--- src/rtl/param_seq_detect_pkg.sv ---
// Shared types and reset-time defaults for the programmable serial sequence detector.
package param_seq_detect_pkg;

    typedef enum logic [1:0] {
        S_IDLE  = 2'd0,
        S_HUNT  = 2'd1,
        S_MATCH = 2'd2
    } state_e;

    localparam int          PKG_MAX_LEN     = 8;
    localparam int          PKG_LEN_W       = 4;
    localparam int          PKG_CNT_W       = 8;
    localparam logic [7:0]  PKG_DEF_PATTERN = 8'b0000_1001;
    localparam int          PKG_DEF_LEN     = 4;

endpackage

--- src/rtl/param_seq_detect_if.sv ---
// Serial-bit, configuration and status bundle between a bit source/controller and the detector.
interface param_seq_detect_if #(
    parameter int MAX_LEN = 8,
    parameter int LEN_W   = 4,
    parameter int CNT_W   = 8
);
    logic               en;
    logic               x;
    logic               cfg_load;
    logic [MAX_LEN-1:0] cfg_pattern;
    logic [LEN_W-1:0]   cfg_len;
    logic               cfg_overlap;
    logic               cnt_clr;
    logic               z;
    logic [CNT_W-1:0]   match_cnt;
    logic               cfg_err;

    modport master (
        output en, x, cfg_load, cfg_pattern, cfg_len, cfg_overlap, cnt_clr,
        input  z, match_cnt, cfg_err
    );

    modport slave (
        input  en, x, cfg_load, cfg_pattern, cfg_len, cfg_overlap, cnt_clr,
        output z, match_cnt, cfg_err
    );
endinterface

--- src/rtl/param_seq_detect_sat_counter.sv ---
// Saturating up-counter; a clear coinciding with an increment restarts the count at one.
module sat_counter #(
    parameter int CNT_W = 8
) (
    input  logic             clk,
    input  logic             reset,
    input  logic             inc,
    input  logic             clr,
    output logic [CNT_W-1:0] q
);

    // Count register: clear has priority, increment stops at all ones.
    always_ff @(posedge clk or posedge reset) begin
        if (reset) begin
            q <= {CNT_W{1'b0}};
        end else if (clr) begin
            q <= inc ? CNT_W'(1) : {CNT_W{1'b0}};
        end else if (inc && (q != {CNT_W{1'b1}})) begin
            q <= q + CNT_W'(1);
        end else begin
            q <= q;
        end
    end

endmodule

--- src/rtl/param_seq_detect.sv ---
// Runtime-programmable Moore sequence detector: compares the last len sampled bits
// against a loaded pattern, with selectable overlap and a saturating match count.
module param_seq_detect
    import param_seq_detect_pkg::*;
#(
    parameter int                 MAX_LEN     = PKG_MAX_LEN,
    parameter int                 LEN_W       = PKG_LEN_W,
    parameter int                 CNT_W       = PKG_CNT_W,
    parameter logic [MAX_LEN-1:0] DEF_PATTERN = MAX_LEN'(PKG_DEF_PATTERN),
    parameter int                 DEF_LEN     = PKG_DEF_LEN
) (
    input  logic               clk,
    input  logic               reset,
    param_seq_detect_if.slave  bus
);

    state_e             state_r, state_next_s;
    logic [MAX_LEN-2:0] hist_r, hist_next_s;
    logic [LEN_W-1:0]   fill_r, fill_next_s, fill_inc_s;
    logic [MAX_LEN-1:0] pattern_r, mask_s, hist_shift_s;
    logic [LEN_W-1:0]   len_r;
    logic               overlap_r;
    logic               z_r;
    logic               cfg_err_r;
    logic               cfg_ok_s;
    logic               sample_s;
    logic               match_s;

    // Masked compare of the would-be history plus next-state selection.
    always_comb begin
        hist_shift_s = {hist_r, bus.x};
        fill_inc_s   = (fill_r >= LEN_W'(MAX_LEN)) ? LEN_W'(MAX_LEN) : (fill_r + LEN_W'(1));
        for (int i = 0; i < MAX_LEN; i++) begin
            mask_s[i] = (i < int'(len_r));
        end
        cfg_ok_s = bus.cfg_load && (bus.cfg_len != {LEN_W{1'b0}}) && (bus.cfg_len <= LEN_W'(MAX_LEN));
        sample_s = bus.en && !bus.cfg_load;
        match_s  = sample_s && (fill_inc_s >= len_r)
                   && (((hist_shift_s ^ pattern_r) & mask_s) == {MAX_LEN{1'b0}});

        hist_next_s  = hist_r;
        fill_next_s  = fill_r;
        state_next_s = state_r;
        if (cfg_ok_s) begin
            hist_next_s  = {(MAX_LEN-1){1'b0}};
            fill_next_s  = {LEN_W{1'b0}};
            state_next_s = S_IDLE;
        end else if (sample_s) begin
            hist_next_s = hist_shift_s[MAX_LEN-2:0];
            // Non-overlapping mode demands a full fresh window after each match.
            fill_next_s = (match_s && !overlap_r) ? {LEN_W{1'b0}} : fill_inc_s;
            if (match_s) begin
                state_next_s = S_MATCH;
            end else if (fill_next_s != {LEN_W{1'b0}}) begin
                state_next_s = S_HUNT;
            end else begin
                state_next_s = S_IDLE;
            end
        end else begin
            case (state_r)
                S_MATCH: state_next_s = S_HUNT;
                S_IDLE:  state_next_s = S_IDLE;
                S_HUNT:  state_next_s = S_HUNT;
                default: state_next_s = S_IDLE;
            endcase
        end
    end

    // State, history, configuration and registered status outputs.
    always_ff @(posedge clk or posedge reset) begin
        if (reset) begin
            state_r   <= S_IDLE;
            hist_r    <= {(MAX_LEN-1){1'b0}};
            fill_r    <= {LEN_W{1'b0}};
            pattern_r <= DEF_PATTERN;
            len_r     <= LEN_W'(DEF_LEN);
            overlap_r <= 1'b1;
            z_r       <= 1'b0;
            cfg_err_r <= 1'b0;
        end else begin
            state_r   <= state_next_s;
            hist_r    <= hist_next_s;
            fill_r    <= fill_next_s;
            z_r       <= (state_next_s == S_MATCH);
            cfg_err_r <= bus.cfg_load && !cfg_ok_s;
            if (cfg_ok_s) begin
                pattern_r <= bus.cfg_pattern;
                len_r     <= bus.cfg_len;
                overlap_r <= bus.cfg_overlap;
            end else begin
                pattern_r <= pattern_r;
                len_r     <= len_r;
                overlap_r <= overlap_r;
            end
        end
    end

    sat_counter #(.CNT_W(CNT_W)) u_cnt (
        .clk   (clk),
        .reset (reset),
        .inc   (match_s),
        .clr   (bus.cnt_clr),
        .q     (bus.match_cnt)
    );

    assign bus.z       = z_r;
    assign bus.cfg_err = cfg_err_r;

endmodule

--- src/flat_wrapper.sv ---
// flat-port wrapper written by rule: the top's interface ports become plain ports
module param_seq_detect_flat import param_seq_detect_pkg::*;
#(
    parameter int                 MAX_LEN     = PKG_MAX_LEN,
    parameter int                 LEN_W       = PKG_LEN_W,
    parameter int                 CNT_W       = PKG_CNT_W,
    parameter logic [MAX_LEN-1:0] DEF_PATTERN = MAX_LEN'(PKG_DEF_PATTERN),
    parameter int                 DEF_LEN     = PKG_DEF_LEN
)
  (clk, reset, bus_en, bus_x, bus_cfg_load, bus_cfg_pattern, bus_cfg_len, bus_cfg_overlap, bus_cnt_clr, bus_z, bus_match_cnt, bus_cfg_err);
  param_seq_detect_if #(.MAX_LEN(MAX_LEN), .LEN_W(LEN_W), .CNT_W(CNT_W)) bus_i ();
  input  logic clk;
  input  logic reset;
  input wire logic [$bits(bus_i.en)-1:0] bus_en;
  input wire logic [$bits(bus_i.x)-1:0] bus_x;
  input wire logic [$bits(bus_i.cfg_load)-1:0] bus_cfg_load;
  input wire logic [$bits(bus_i.cfg_pattern)-1:0] bus_cfg_pattern;
  input wire logic [$bits(bus_i.cfg_len)-1:0] bus_cfg_len;
  input wire logic [$bits(bus_i.cfg_overlap)-1:0] bus_cfg_overlap;
  input wire logic [$bits(bus_i.cnt_clr)-1:0] bus_cnt_clr;
  output wire logic [$bits(bus_i.z)-1:0] bus_z;
  output wire logic [$bits(bus_i.match_cnt)-1:0] bus_match_cnt;
  output wire logic [$bits(bus_i.cfg_err)-1:0] bus_cfg_err;
  assign bus_i.en = bus_en;
  assign bus_i.x = bus_x;
  assign bus_i.cfg_load = bus_cfg_load;
  assign bus_i.cfg_pattern = bus_cfg_pattern;
  assign bus_i.cfg_len = bus_cfg_len;
  assign bus_i.cfg_overlap = bus_cfg_overlap;
  assign bus_i.cnt_clr = bus_cnt_clr;
  assign bus_z = bus_i.z;
  assign bus_match_cnt = bus_i.match_cnt;
  assign bus_cfg_err = bus_i.cfg_err;
  param_seq_detect #(.MAX_LEN(MAX_LEN), .LEN_W(LEN_W), .CNT_W(CNT_W), .DEF_PATTERN(DEF_PATTERN), .DEF_LEN(DEF_LEN)) u_core (.clk(clk), .reset(reset), .bus(bus_i));
endmodule
--- config.mk ---
export PLATFORM = sky130hd
export DESIGN_NAME = param_seq_detect_flat
export DESIGN_NICKNAME = d
export VERILOG_FILES = /design/src/rtl/param_seq_detect_pkg.sv /design/src/rtl/param_seq_detect_if.sv /design/src/rtl/param_seq_detect_sat_counter.sv /design/src/rtl/param_seq_detect.sv /design/src/flat_wrapper.sv
export SDC_FILE = /design/constraint.sdc
export NUM_CORES = 1
export LEC_CHECK = 0
export CORE_AREA = 4 4 83 54
export CTS_CLUSTER_DIAMETER = 200
export DETAILED_ROUTE_END_ITERATION = 8
export DIE_AREA = 0 0 87 58
export GPL_TIMING_DRIVEN = 1
export HOLD_SLACK_MARGIN = 0.03
export PLACE_DENSITY_LB_ADDON = 0.15
export SYNTH_ARGS = -nofsm -noshare
export SYNTH_HDL_FRONTEND = slang
export SYNTH_SLANG_ARGS = --single-unit
--- constraint.sdc ---
create_clock -name clk -period 3.1 [get_ports clk]
set_clock_uncertainty 0.05 [all_clocks]
set_input_delay 0.93 -clock clk [delete_from_list [all_inputs] [get_ports clk]]
set_output_delay 0.93 -clock clk [all_outputs]
set_load 0.005 [all_outputs]
==> results of run 1 <==
[power breakdown]
part	total [µW]	leakage (µW)	switching, µW	internal [µW]
clock	338	0.0000455	157	181
sequential	547	0.000437	49.3	498
combinational	268	0.000511	125	143
[Yosys cell counts, types with 3 or more instances]
cell and number:
dfrtp_1 30, nand2_1 17, nand3_1 13, mux2_2 12, inv_1 10, a21oi_1 8
o21ai_0 8, ha_1 7, xnor2_1 6, nor2_1 5, clkbuf_1 4, dfstp_2 4
nand2b_1 4, xor2_1 4, nor3_1 3, o31ai_1 3
[through the flow]
| stage | total power (µW) | worst slack [ns] |
|---|---|---|
| after global routing | 1230 | 0.01381 |
| after floorplan | 717.0 | 0.1872 |
| final | 1154 | 0.08019 |
| after CTS | 1162 | 0.004332 |
| after detailed placement | 820.1 | -0.2883 |
| after global placement | 796.0 | -0.2299 |
[routing by layer]
metal  share of wire, %  up-vias
met4                2.0        0
li1                   -      687
met5                  0        -
met2                 45       36
met3                5.0       10
met1                 48      707
[final cells by class]
type / instances / area share, %
Clock buffer: 8 / 3.985
Inverter: 10 / 1.660
Multi-Input combinational cell: 122 / 38.30
Sequential cell: 34 / 37.85
Tap cell: 47 / 2.601
Timing Repair Buffer: 36 / 15.61
[worst max-delay path, cell delays in order]
cell and delay (ns):
clkdlybuf4s50_1 0.44, xor2_1 0.17, a2111oi_2 0.34, o21ai_1 0.14
or4_4 0.51, or4_1 0.49, a21oi_1 0.17
[timing repair]
item | 4_1_cts | 5_1_grt
hold endpoints to repair | 0 | 0
endpoints found under the setup margin | 0 | 1
resized for setup | 0 | 3
[worst max path at each step]
stage / end / cells after the start / slack, ns
after floorplan: u_core.u_cnt.q[5] / 7 / 0.19
after CTS: u_core.u_cnt.q[5] / 7 / 0.004
final: u_core.u_cnt.q[5] / 7 / 0.08
after global routing: u_core.u_cnt.q[5] / 7 / 0.01
after detailed placement: u_core.u_cnt.q[5] / 7 / -0.29
after global placement: u_core.u_cnt.q[5] / 7 / -0.23
[kinds of logic (layout without fill, tap and decap cells)]
group,after synthesis,count (layout),share of synthesized area [%]
buf+inv,18,54,4.269
mux,14,14,8.677
xor+xnor,10,10,4.898
flops,34,34,47.87
fa+ha+maj,7,7,4.898
compound gates,33,33,12.53
simple gates,58,58,16.86
[registers in the layout (all words and copies together) (netlist names)]
register,cells
u_core.len_r,4
u_core.pattern_r,8
u_core.bus.cfg_err,1
u_core.u_cnt.q,8
u_core.hist_r,7
u_core.bus.z,1
u_core.fill_r,4
u_core.overlap_r,1
==> metrics, run 1 <==
most frequent cells in the layout dfrtp_1 (30), clkdlybuf4s50_1 (28), nand2_1 (17), nand3_1 (13), mux2_2 (12); WS Path Type input pin to flip-flop; fillers 299; Total GRT Usage 18.66%; met3 Usage GRT 5.398%; final setup fails 0; sequential area share after synthesis 47.87%; Critical Path AT 3.19 ns; P&R area growth vs syn 26.45%; full die area 0.005046 mm²; YS warnings 0; Cell Count, Final, Fillers Out 257; Crit Path Max Fanout 4; slew at the pin closest to its max-slew limit 0.6080 ns; Fmax achieved 331.1 MHz; Hold Vio Cnt, Final 0; Async SR Flop Fraction 100.0%; final antenna-violating net count 0; fin util 62.16%; setup bufs post-CTS 0; Post-synth EDFFs 0; outcome finished, final reports clean; Hold Startpoint u_core.hist_r[1]; Remaining DRCs 0; area leader, netlist dfrtp_1; nets 235; Die X 87 µm; die height 58 µm; area share of the largest cell type after synthesis 41.99%; Post-Route Hold Slack 0.4829 ns; Max Cap Viol 0; cell area after layout 0.002261 mm²; H-tree depth 2; Synth Cell Area 0.001788 mm²; Startpoint Class input pin; Post-DP HPWL 3069 µm; first-pass GRT wire length 7217 µm; footprint of the multi-input gates 865.8 µm²; largest net degree at the start of global routing 35; Rows 17; Max Slew Vio Count 0; placed cell area 0.002161 mm²; Netlist cell types 44; synthesized area per cell 10.28 µm²; GPL Wtd Cong 0.7560; FF+latch area 855.8 µm²; per-cell routed wire length 16.14 µm; clk root buf clkbuf_8; initial antenna violation count 0; clock transition at the registers of the reported paths 0.07 ns; busiest grt layer met2; Antenna diodes 0; leakage power 0.0009932 µW; Hold WC Path Type flip-flop to flip-flop; Iteration-0 DRC Markers 95; I/O Buffers 28; share of cells above drive strength 1 17.62%; CP Capture Type flip-flop; Hold Path End u_core.hist_r[2]; placed cells 249; Setup TNS 0 ns; register bit count reported by yosys 34; Top FF cell, synth dfrtp_1; R2R Path End u_core.u_cnt.q[5]; # IOs 29; final wirelength 4147 µm; Hold-fix buffers, CTS 0; Num CTS Buffers 5; clk_lat worst skew 0.30 ns; vias per cell 5.603; synthesized instance count 174; Final min period 3.020 ns; flop2flop setup slack 0.20 ns; max_slew headroom 59.39%; top cells by area, synth dfrtp_1 (42%), mux2_2 (7.6%), dfstp_2 (5.9%); CTS tree yes; vias in the first global route 1553; core region area 0.003637 mm²; CTS Sinks 34; M2 GR Usage 27.35%; syn nets 200; power per cell area 510.4 mW/mm²; fin crit share 97.41%; total number of vias 1440; critical path required time 3.27 ns; RSZ-0062 raised after global routing no; Overflow after GRT 0; CP Launch Point bus_x; met1 usage 25.20%; hold depth 2; Starting Density 49.16%; Max clock buf depth 2; Max IR drop VDD 0.3268 mV; Worst R2R Start u_core.fill_r[0]; TritonRoute pass-1 iters 4; FF-to-FF path depth 9; commonest non-fill, non-tap cell in the layout dfrtp_1
Power figures use the tool's default switching activity.
==> inputs of run 2 (changes only) <==
Settings changed: CAP_MARGIN set to 20, CORE_AREA 4 4 83 54 to 4 4 92 59, DIE_AREA 0 0 87 58 to 0 0 96 63.
==> metrics, run 2 (synthesis results as in run 1) <==
final antenna-violating net count 0 (unchanged); critical path required time 3.25 ns (-0.02 ns); CTS Sinks 34 (unchanged); Post-DP HPWL 3130 µm (+2.0%); Max Cap Viol 0 (unchanged); Overflow after GRT 0 (unchanged); Rows 19 (+2); H-tree depth 2 (unchanged); Die X 96 µm (+10%); Num CTS Buffers 5 (unchanged); clk_lat worst skew 0.28 ns (-0.02 ns); core region area 0.004541 mm² (+25%); final setup fails 0 (unchanged); CP Capture Type flip-flop; Antenna diodes 0 (unchanged); Final WS setup 0.08458 ns (+0.004397 ns); Max IR drop VDD 0.2247 mV (-31%); RSZ-0062 raised after global routing no; first-pass GRT wire length 6844 µm (-5.2%); largest net degree at the start of global routing 35 (unchanged); per-cell routed wire length 14.84 µm (-8.0%); vias in the first global route 1410 (-9.2%); nets 237 (+0.85%); Setup TNS 0 ns (unchanged); initial antenna violation count 0 (unchanged); CTS tree yes; setup bufs post-CTS 0 (unchanged); Startpoint Class input pin; Hold WC Path Type flip-flop to flip-flop; Overall Power 1118 µW (-3.1%); Critical Path AT 3.16 ns (-0.03 ns); I/O Buffers 28 (unchanged); TritonRoute pass-1 iters 4 (unchanged); Hold Vio Cnt, Final 0 (unchanged); GPL Wtd Cong 0.8100 (+7.1%); hold depth 2 (unchanged); die height 63 µm (+8.6%); Max clock buf depth 2 (unchanged); Final min period 3.015 ns (-0.004397 ns); clock transition at the registers of the reported paths 0.07 ns (about the same); outcome finished, final reports clean; Regs by FF count u_core.pattern_r (8), u_core.u_cnt.q (8), u_core.hist_r (7); P&R area growth vs syn 27.57%; Total GRT Usage 14.55% (-4.1 points); Crit Path Max Fanout 5 (+1); WS Path Type input pin to flip-flop; clk root buf clkbuf_8; max_slew headroom 58.66% (-0.72 points); full die area 0.006048 mm² (+20%); slew at the pin closest to its max-slew limit 0.6188 ns (+0.01080 ns); flop2flop setup slack 0.34 ns (+0.14 ns); commonest non-fill, non-tap cell in the layout dfrtp_1; final wirelength 4081 µm (-1.6%); fin crit share 97.27% (-0.14 points); most frequent cells in the layout dfrtp_1 (30), clkdlybuf4s50_1 (28), nand2_1 (17), nand3_1 (13), mux2_2 (12); FF-to-FF path depth 11 (+2); power per cell area 490.0 mW/mm² (-4.0%); Iteration-0 DRC Markers 60 (-37%); Max Slew Vio Count 0 (unchanged); Remaining DRCs 0 (unchanged); Fmax achieved 331.6 MHz (+0.15%); leakage power 0.0009919 µW (-0.13%); total number of vias 1412 (-1.9%); DP Worst Slack -0.3970 ns (-0.1087 ns); # IOs 29 (unchanged); share of cells above drive strength 1 18.87% (+1.2 points); vias per cell 5.135 (-8.4%); Starting Density 39.38% (-9.8 points)
run 2: cell types whose count changed in the layout (fill, tap and decap cells not counted), sizes merged:
cell  before  now
buf        8   10
run 2: what timing repair did:
item / 4_1_cts / 5_1_grt
gates resized for setup: 3 / 2
pin swaps: 1 / 3
endpoints found under the setup margin: 3 / 3
hold buffers: 0 / 0
run 2: critical path, cell delays in order:
cell and delay (ns):
clkdlybuf4s50_1 0.44, xor2_1 0.17, a2111oi_2 0.22, o21ai_1 0.16, or4_4 0.57, buf_4 0.17
or3_1 0.34, a21oi_1 0.16
run 2: power by group:
part           internal, µW  leakage [µW]  total (µW)  switching (µW)
Sequential              498      0.000437         547            49.4
Clock                   160     0.0000395         312             152
Combinational           142      0.000515         259             117
Total                   799      0.000992        1120             318
run 2: stage by stage:
| stage | utilization [%] | instances | hold slack, ns | area (µm²) |
|---|---|---|---|---|
| after floorplan | - | 174 | 0.4305 | 1788 |
| after global placement | 48.08 | 267 | 0.4446 | 2183 |
| after detailed placement | 48.08 | 267 | 0.4600 | 2183 |
| after CTS | 50.07 | 275 | 0.4802 | 2273 |
| after global routing | 50.23 | 275 | 0.5048 | 2281 |
| final | 50.23 | 275 | 0.4741 | 2281 |
run 2: cell type report:
| type | instances | area (µm²) |
|---|---|---|
| well taps | 63 | 78.83 |
| inverters | 10 | 37.54 |
| fillers | 402 | 2260 |
| flip-flops and latches | 34 | 855.8 |
| clock buffers | 8 | 80.08 |
| multi-input cells | 122 | 873.3 |
| repair buffers | 38 | 355.3 |
run 2: path summary, 6_finish.rpt:
path / startpoint / endpoint
worst max-delay path: bus_x / u_core.u_cnt.q[4]
worst min-delay path: u_core.hist_r[6] / u_core.hist_r[6]
worst max register to register: u_core.fill_r[0] / u_core.u_cnt.q[4]
worst min register to register: u_core.hist_r[6] / u_core.hist_r[6]
max in group asynchronous: reset / u_core.pattern_r[3]
min in group asynchronous: reset / u_core.len_r[3]
run 2: per-layer routing:
| metal | up-vias | global-route usage [%] | part of all wire, % |
|---|---|---|---|
| li1 | 695 | - | - |
| met3 | 2 | 4.452 | 4.2 |
| met4 | 0 | 3.723 | 0.44 |
| met2 | 25 | 19.86 | 45 |
| met5 | - | 0 | 0 |
| met1 | 690 | 21.99 | 51 |
